==> config.mk <==
export PLATFORM = sky130hd
export DESIGN_NAME = jpeg_mcu_scheduler_flat
export DESIGN_NICKNAME = d
export VERILOG_FILES = /design/src/rtl/jpeg_mcu_scheduler_if.sv /design/src/rtl/jpeg_mcu_scheduler.sv /design/src/flat_wrapper.sv
export SDC_FILE = /design/constraint.sdc
export NUM_CORES = 1
export LEC_CHECK = 0
export CAP_MARGIN = 20
export CORE_ASPECT_RATIO = 0.8
export CORE_UTILIZATION = 50
export CTS_CLUSTER_SIZE = 25
export DETAILED_ROUTE_END_ITERATION = 8
export GPL_TIMING_DRIVEN = 0
export PLACE_DENSITY = 0.9
export SETUP_SLACK_MARGIN = 0.15
export SLEW_MARGIN = 20
export SYNTH_ARGS = -nofsm -noshare
export SYNTH_HDL_FRONTEND = slang
export SYNTH_SLANG_ARGS = --single-unit
==> constraint.sdc <==
create_clock -name i_sysclk -period 3.9 [get_ports i_sysclk]
set_input_delay 0.975 -clock i_sysclk [delete_from_list [all_inputs] [get_ports i_sysclk]]
set_output_delay 0.975 -clock i_sysclk [all_outputs]
set_load 0.01 [all_outputs]
==> src/rtl/jpeg_mcu_scheduler_if.sv <==
// Block-stream bundle: FWFT matrix-buffer read ports in, one tagged block stream out.
interface jpeg_mcu_scheduler_if #(
  parameter int NUM_CHANNEL = 3,
  parameter int WORD_W      = 16
);
  logic [NUM_CHANNEL-1:0]        i_nempty;
  logic [NUM_CHANNEL*WORD_W-1:0] i_md;
  logic [NUM_CHANNEL-1:0]        o_re;
  logic                          o_de;
  logic                          i_ready;
  logic [WORD_W-1:0]             o_data;
  logic [1:0]                    o_ch;
  logic                          o_blk_last;
  logic                          o_mcu_last;

  modport master (
    input  i_nempty, i_md, i_ready,
    output o_re, o_de, o_data, o_ch, o_blk_last, o_mcu_last
  );

  modport slave (
    output i_nempty, i_md, i_ready,
    input  o_re, o_de, o_data, o_ch, o_blk_last, o_mcu_last
  );
endinterface

==> src/rtl/jpeg_mcu_scheduler.sv <==
// Merges per-channel matrix buffers into one tagged block stream, ordered per MCU
// by the run-time sampling mode, with scan/MCU/block completion flags.
module jpeg_mcu_scheduler #(
  parameter int NUM_CHANNEL = 3,
  parameter int DATA_W      = 16,
  parameter int PX_OUT      = 1,
  parameter int PY_OUT      = 1,
  parameter int MCU_WIDTH   = 8,
  parameter int MCU_HEIGHT  = 8,
  parameter int MCU_CNT_W   = 16
) (
  input  logic                 i_sysclk,
  input  logic                 i_arstn,
  input  logic                 i_start,
  input  logic [1:0]           i_mode,
  input  logic [MCU_CNT_W-1:0] i_num_mcu,
  jpeg_mcu_scheduler_if.master bus,
  output logic                 o_busy,
  output logic                 o_done,
  output logic [1:0]           o_state
);

  localparam int WORD_W    = PY_OUT * PX_OUT * DATA_W;
  localparam int BLK_WORDS = MCU_WIDTH * MCU_HEIGHT / (PX_OUT * PY_OUT);
  localparam int WC_W      = (BLK_WORDS > 1) ? $clog2(BLK_WORDS) : 1;
  localparam logic [1:0] MAX_CH = 2'(NUM_CHANNEL - 1);

  typedef enum logic [1:0] {
    IDLE  = 2'd0,
    XFER  = 2'd1,
    DRAIN = 2'd2,
    DONE  = 2'd3
  } state_t;

  state_t state, state_nxt;

  logic [1:0]           mode_q;
  logic [MCU_CNT_W-1:0] num_mcu_q;
  logic [MCU_CNT_W-1:0] mcu_cnt;
  logic [WC_W-1:0]      word_cnt;
  logic [1:0]           blk_cnt;
  logic [1:0]           ch_idx;

  logic [1:0]        yb_last;
  logic [1:0]        last_ch;
  logic              word_last;
  logic              blk_in_ch_last;
  logic              ch_last;
  logic              mcu_end;
  logic              scan_end;
  logic              src_ne;
  logic [WORD_W-1:0] src_md;
  logic              pop;

  always_comb begin
    yb_last = 2'd0;
    case (mode_q)
      2'd1:    yb_last = 2'd1;
      2'd2:    yb_last = 2'd3;
      default: yb_last = 2'd0;
    endcase
  end

  assign last_ch        = (mode_q == 2'd3 || NUM_CHANNEL == 1) ? 2'd0 : MAX_CH;
  assign word_last      = (word_cnt == WC_W'(BLK_WORDS - 1));
  // Only luma carries more than one block per MCU.
  assign blk_in_ch_last = (ch_idx != 2'd0) || (blk_cnt == yb_last);
  assign ch_last        = (ch_idx == last_ch);
  assign mcu_end        = word_last && blk_in_ch_last && ch_last;
  assign scan_end       = mcu_end && (mcu_cnt == num_mcu_q - MCU_CNT_W'(1));

  always_comb begin
    src_ne = 1'b0;
    src_md = '0;
    for (int c = 0; c < NUM_CHANNEL; c++) begin
      if (ch_idx == 2'(c)) begin
        src_ne = bus.i_nempty[c];
        src_md = bus.i_md[c*WORD_W +: WORD_W];
      end
    end
  end

  // Handshake: a word transfers downstream on any cycle with o_de && i_ready;
  // o_de/o_data/flags are held while o_de && !i_ready, and a source word is
  // popped (o_re) only when the output register is empty or being drained.
  assign pop = (state == XFER) && !i_start && src_ne && (!bus.o_de || bus.i_ready);

  always_comb begin
    bus.o_re = '0;
    for (int c = 0; c < NUM_CHANNEL; c++) begin
      if (pop && ch_idx == 2'(c)) bus.o_re[c] = 1'b1;
    end
  end

  always_comb begin
    state_nxt = state;
    if (i_start) begin
      state_nxt = (i_num_mcu == '0) ? DONE : XFER;
    end else begin
      case (state)
        IDLE:    state_nxt = IDLE;
        XFER:    if (pop && scan_end) state_nxt = DRAIN;
        DRAIN:   if (!bus.o_de || bus.i_ready) state_nxt = DONE;
        DONE:    state_nxt = IDLE;
        default: state_nxt = IDLE;
      endcase
    end
  end

  always_ff @(posedge i_sysclk or negedge i_arstn) begin
    if (!i_arstn) begin
      state     <= IDLE;
      mode_q    <= 2'd0;
      num_mcu_q <= '0;
    end else begin
      state <= state_nxt;
      if (i_start) begin
        mode_q    <= i_mode;
        num_mcu_q <= i_num_mcu;
      end
    end
  end

  always_ff @(posedge i_sysclk or negedge i_arstn) begin
    if (!i_arstn) begin
      word_cnt <= '0;
      blk_cnt  <= 2'd0;
      ch_idx   <= 2'd0;
      mcu_cnt  <= '0;
    end else if (i_start) begin
      word_cnt <= '0;
      blk_cnt  <= 2'd0;
      ch_idx   <= 2'd0;
      mcu_cnt  <= '0;
    end else if (pop) begin
      if (!word_last) begin
        word_cnt <= word_cnt + WC_W'(1);
      end else begin
        word_cnt <= '0;
        if (!blk_in_ch_last) begin
          blk_cnt <= blk_cnt + 2'd1;
        end else begin
          blk_cnt <= 2'd0;
          if (ch_last) begin
            ch_idx  <= 2'd0;
            mcu_cnt <= scan_end ? '0 : mcu_cnt + MCU_CNT_W'(1);
          end else begin
            ch_idx <= ch_idx + 2'd1;
          end
        end
      end
    end
  end

  always_ff @(posedge i_sysclk or negedge i_arstn) begin
    if (!i_arstn) begin
      bus.o_de       <= 1'b0;
      bus.o_data     <= '0;
      bus.o_ch       <= 2'd0;
      bus.o_blk_last <= 1'b0;
      bus.o_mcu_last <= 1'b0;
    end else if (i_start) begin
      bus.o_de <= 1'b0;
    end else if (pop) begin
      bus.o_de       <= 1'b1;
      bus.o_data     <= src_md;
      bus.o_ch       <= ch_idx;
      bus.o_blk_last <= word_last;
      bus.o_mcu_last <= mcu_end;
    end else if (bus.i_ready) begin
      bus.o_de <= 1'b0;
    end
  end

  assign o_busy  = (state != IDLE);
  assign o_done  = (state == DONE);
  assign o_state = state;

endmodule

==> src/flat_wrapper.sv <==
// flat-port wrapper written by rule: the top's interface ports become plain ports
module jpeg_mcu_scheduler_flat 
#(
  parameter int NUM_CHANNEL = 3,
  parameter int DATA_W      = 16,
  parameter int PX_OUT      = 1,
  parameter int PY_OUT      = 1,
  parameter int MCU_WIDTH   = 8,
  parameter int MCU_HEIGHT  = 8,
  parameter int MCU_CNT_W   = 16
)
  (i_sysclk, i_arstn, i_start, i_mode, i_num_mcu, o_busy, o_done, o_state, bus_i_nempty, bus_i_md, bus_i_ready, bus_o_re, bus_o_de, bus_o_data, bus_o_ch, bus_o_blk_last, bus_o_mcu_last);
  jpeg_mcu_scheduler_if #(.NUM_CHANNEL(NUM_CHANNEL), .WORD_W((16))) bus_i ();
  input  logic i_sysclk;
  input  logic i_arstn;
  input  logic i_start;
  input  logic [1:0] i_mode;
  input  logic [MCU_CNT_W-1:0] i_num_mcu;
  output logic o_busy;
  output logic o_done;
  output logic [1:0] o_state;
  input wire logic [$bits(bus_i.i_nempty)-1:0] bus_i_nempty;
  input wire logic [$bits(bus_i.i_md)-1:0] bus_i_md;
  input wire logic [$bits(bus_i.i_ready)-1:0] bus_i_ready;
  output wire logic [$bits(bus_i.o_re)-1:0] bus_o_re;
  output wire logic [$bits(bus_i.o_de)-1:0] bus_o_de;
  output wire logic [$bits(bus_i.o_data)-1:0] bus_o_data;
  output wire logic [$bits(bus_i.o_ch)-1:0] bus_o_ch;
  output wire logic [$bits(bus_i.o_blk_last)-1:0] bus_o_blk_last;
  output wire logic [$bits(bus_i.o_mcu_last)-1:0] bus_o_mcu_last;
  assign bus_i.i_nempty = bus_i_nempty;
  assign bus_i.i_md = bus_i_md;
  assign bus_i.i_ready = bus_i_ready;
  assign bus_o_re = bus_i.o_re;
  assign bus_o_de = bus_i.o_de;
  assign bus_o_data = bus_i.o_data;
  assign bus_o_ch = bus_i.o_ch;
  assign bus_o_blk_last = bus_i.o_blk_last;
  assign bus_o_mcu_last = bus_i.o_mcu_last;
  jpeg_mcu_scheduler #(.NUM_CHANNEL(NUM_CHANNEL), .DATA_W(DATA_W), .PX_OUT(PX_OUT), .PY_OUT(PY_OUT), .MCU_WIDTH(MCU_WIDTH), .MCU_HEIGHT(MCU_HEIGHT), .MCU_CNT_W(MCU_CNT_W)) u_core (.i_sysclk(i_sysclk), .i_arstn(i_arstn), .i_start(i_start), .i_mode(i_mode), .i_num_mcu(i_num_mcu), .bus(bus_i), .o_busy(o_busy), .o_done(o_done), .o_state(o_state));
endmodule
==> run_results.csv <==
group,metric,value,unit
synth,syn-cell-area,4130,sq um
sta,report.final.hold_viol_count,0,
sta,max_freq,281,MHz
synth,synth_ff_type,"dfrtp_1",
final_layout,layout_commonest_cell,"clkdlybuf4s50_1",
global_routing,antenna_found_initial,0,
synth,seq_area_frac_synth,40.6,%
power_and_ir_drop,total_power,2.27,mW
die,ios,101,
clock_network,cts.sinks,67,
sta,slew_viol_final,0,
sta,layout_min_cycle_time,3.56,ns
final_layout,nets,683,
run_status,status,"finished clean",
global_routing,grt_pass1_wl,19.7,mm
detailed_routing,wirelength,12.3,mm
synth,yosys.area_share.simple,27.2,%
global_routing,grtUsageTotal,28.9,%
detailed_routing,drt-pass1-iter-count,5,
final_layout,drive_above_1_share,9.80,%
synth,synth_top_family_by_area,"simple AND/OR/NAND/NOR gates",
critical_path,cp.arrival,2.58,ns
global_routing,grt_pass1_vias,4095,
sta,finalCritPeriodShare,91.2,%
critical_path,required,2.92,ns
critical_path,critPathLaunchType,"input port",
final_layout,antenna_cells,0,
synth,synth.area.top_cells,"dfrtp_1 (41%), nand2_1 (5.2%), a21oi_1 (4.8%)",
critical_path,cp_max_fo,10,
die,core,7980,sq um
die,die_x,104,um
detailed_routing,wl_per_cell,17.3,um
detailed_routing,ant_nets,0,
sta,setup_viol,0,
clock_network,clk_latency,0.36,ns
critical_path,cp-end-kind,"primary output",
detailed_routing,vias,4131,
power_and_ir_drop,power_density,405,nW/um^2
clock_network,htreeDepth,3,
synth,synth_cell_types,50,
placed_design,gp_congestion,0.934,
synth,yosys_warnings,0,
global_routing,grt_max_degree,44,
synth,synth_compound_area_share,14.0,%
sta,hold-worst-slack,0.481,ns
synth,avgSynthCellArea,8.57,sq um
sta,rsz0062_at_grt,"false",
critical_path,path_class,"input port to primary output",
power_and_ir_drop,leakage,2.43,nW
clock_network,clockBufferDepth,2,
die,num_rows,29,
placed_design,place_hpwl,8.90,mm
sta,fin_skew,0.0172,ns
die,dieArea,8630,sq um
synth,synthMuxAreaShare,4.88,%
placed_design,io_buffer_count,100,
detailed_routing,routed_via_density,5.82,
die,initial_utilization,51.7,%
placed_design,placed_cell_area,5280,sq um
final_layout,final_area,5600,sq um
die,die_height,83.3,um
final_layout,regArea,1680,sq um
power_and_ir_drop,ir_drop,0.292,mV
clock_network,cts_tree,"done",
final_layout,final_cell_mix,"clkdlybuf4s50_1 (96), dfrtp_1 (67), nand2_1 (57)",
min_path,hold_class,"flip-flop to flip-flop",
final_layout,syn_to_final_growth,35.5,%
synth,syn_inst,482,
synth,async_flop_share,100,%
synth,synth_nets,568,
synth,yosys.area.top_type_share,40.6,%
detailed_routing,first_iter_violations,293,
clock_network,numCtsBuffers,9,
synth,synthAdderAreaFrac,3.94,%
sta,max_slew_margin,45.6,%
critical_path,rrSetupSlack,0.66,ns
synth,ys_seq_elements,67,
flow_run,max_cap_viol_count,0,
synth,synth-edff-count,0,
global_routing,overflow,0,
clock_network,cts_root_buffer,"clkbuf_8",
synth,synthXorXnorAreaFrac,4.88,%
synth,yosysTopAreaCell,"dfrtp_1",
final_layout,multi_input_area,2290,sq um
sta,worst_pin_slew,0.808,ns
detailed_routing,remaining_drc_errors,0,
clock_network,clk_pin_slew_worst_paths,0.07,ns
final_layout,fillers,597,
==> worst max-delay path, stage by stage <==
cell             delay (ns)
clkdlybuf4s50_1        0.40
a22o_1                 0.24
o2111ai_2              0.22
clkbuf_8               0.18
clkbuf_4               0.21
nor2_1                 0.06
dlygate4sd2_1          0.29
==> synth_stat cells (all sizes together), types with 7 or more instances <==
| library cell | instances |
|---|---|
| dfrtp | 67 |
| nand2 | 57 |
| nor2 | 43 |
| a21oi | 40 |
| o21ai | 36 |
| nand3 | 27 |
| clkbuf | 23 |
| and3 | 17 |
| mux2 | 17 |
| inv | 15 |
| nor4 | 14 |
| xnor2 | 14 |
| ha | 13 |
| nand3b | 10 |
| xor2 | 9 |
| or3 | 8 |
| nor3 | 7 |
==> routing by layer <==
| metal | vias to the layer above | GRT usage, % | share of wire (%) |
|---|---|---|---|
| li1 | 1925 | - | - |
| met1 | 1952 | 36.8 | 41 |
| met2 | 203 | 48.1 | 48 |
| met3 | 51 | 5.02 | 7.3 |
| met4 | 0 | 13.7 | 3.6 |
| met5 | - | 0 | 0 |
==> per-stage QoR <==
step / setup TNS [ns] / instances / utilization [%] / setup slack [ns]
4_1_cts: 0 / 710 / 69.9 / 0.171
3_5_place_dp: -1.00 / 691 / 66.2 / -0.344
2_1_floorplan: 0 / 482 / - / 0.875
5_1_grt: 0 / 710 / 70.1 / 0.222
3_3_place_gp: -21.18 / 690 / 66.0 / -0.312
6_report: 0 / 710 / 70.1 / 0.344
==> where the power goes <==
group	total (mW)	switching (mW)	internal (mW)
Combinational	0.650	0.298	0.352
Sequential	0.887	0.0859	0.801
Clock	0.730	0.287	0.443
==> logic make-up (layout without fill, tap and decap cells) <==
family          count (synthesis)  in the layout
simple gates                  217            217
compound gates                100            100
flops                          67             67
buf+inv                        44            164
xor+xnor                       23             23
mux                            18             18
fa+ha+maj                      13             13
==> worst paths after layout <==
path / startpoint / end / cells after the start
max: bus_i_nempty[1] / bus_o_re[1] / 7
min: u_core.bus.o_data[12] / u_core.bus.o_data[12] / 2
max reg2reg: u_core.num_mcu_q[0] / u_core.mcu_cnt[15] / 10
min reg2reg: u_core.bus.o_data[12] / u_core.bus.o_data[12] / 2
max in group asynchronous: i_arstn / u_core.num_mcu_q[13] / 2
min in group asynchronous: i_arstn / u_core.bus.o_ch[1] / 1
==> final cells by class <==
class	instances	share of cell area, %
Buffer	29	2.59
Clock buffer	10	2.46
Clock inverter	6	2.01
Inverter	15	1.01
Multi-Input combinational cell	371	41.0
Sequential cell	67	30.0
Tap cell	108	2.41
Timing Repair Buffer	104	18.6
==> what timing repair did <==
item | CTS | global route
hold buffers | 0 | 0
hold endpoints to repair | 0 | 0
gates resized for setup | 11 | 3
pin swaps | 1 | 0
buffers inserted | 3 | 0
setup endpoints to repair | 3 | 1
==> registers in the layout, summed over array words and instances (netlist names) <==
signal,cells
u_core.word_cnt,6
u_core.ch_idx,2
u_core.bus.o_blk_last,1
u_core.bus.o_de,1
u_core.blk_cnt,2
u_core.bus.o_data,16
u_core.bus.o_ch,2
u_core.num_mcu_q,16
u_core.mcu_cnt,16
u_core.o_state,2
u_core.bus.o_mcu_last,1
u_core.mode_q,2
No activity file was read; power rests on OpenSTA's default activity.
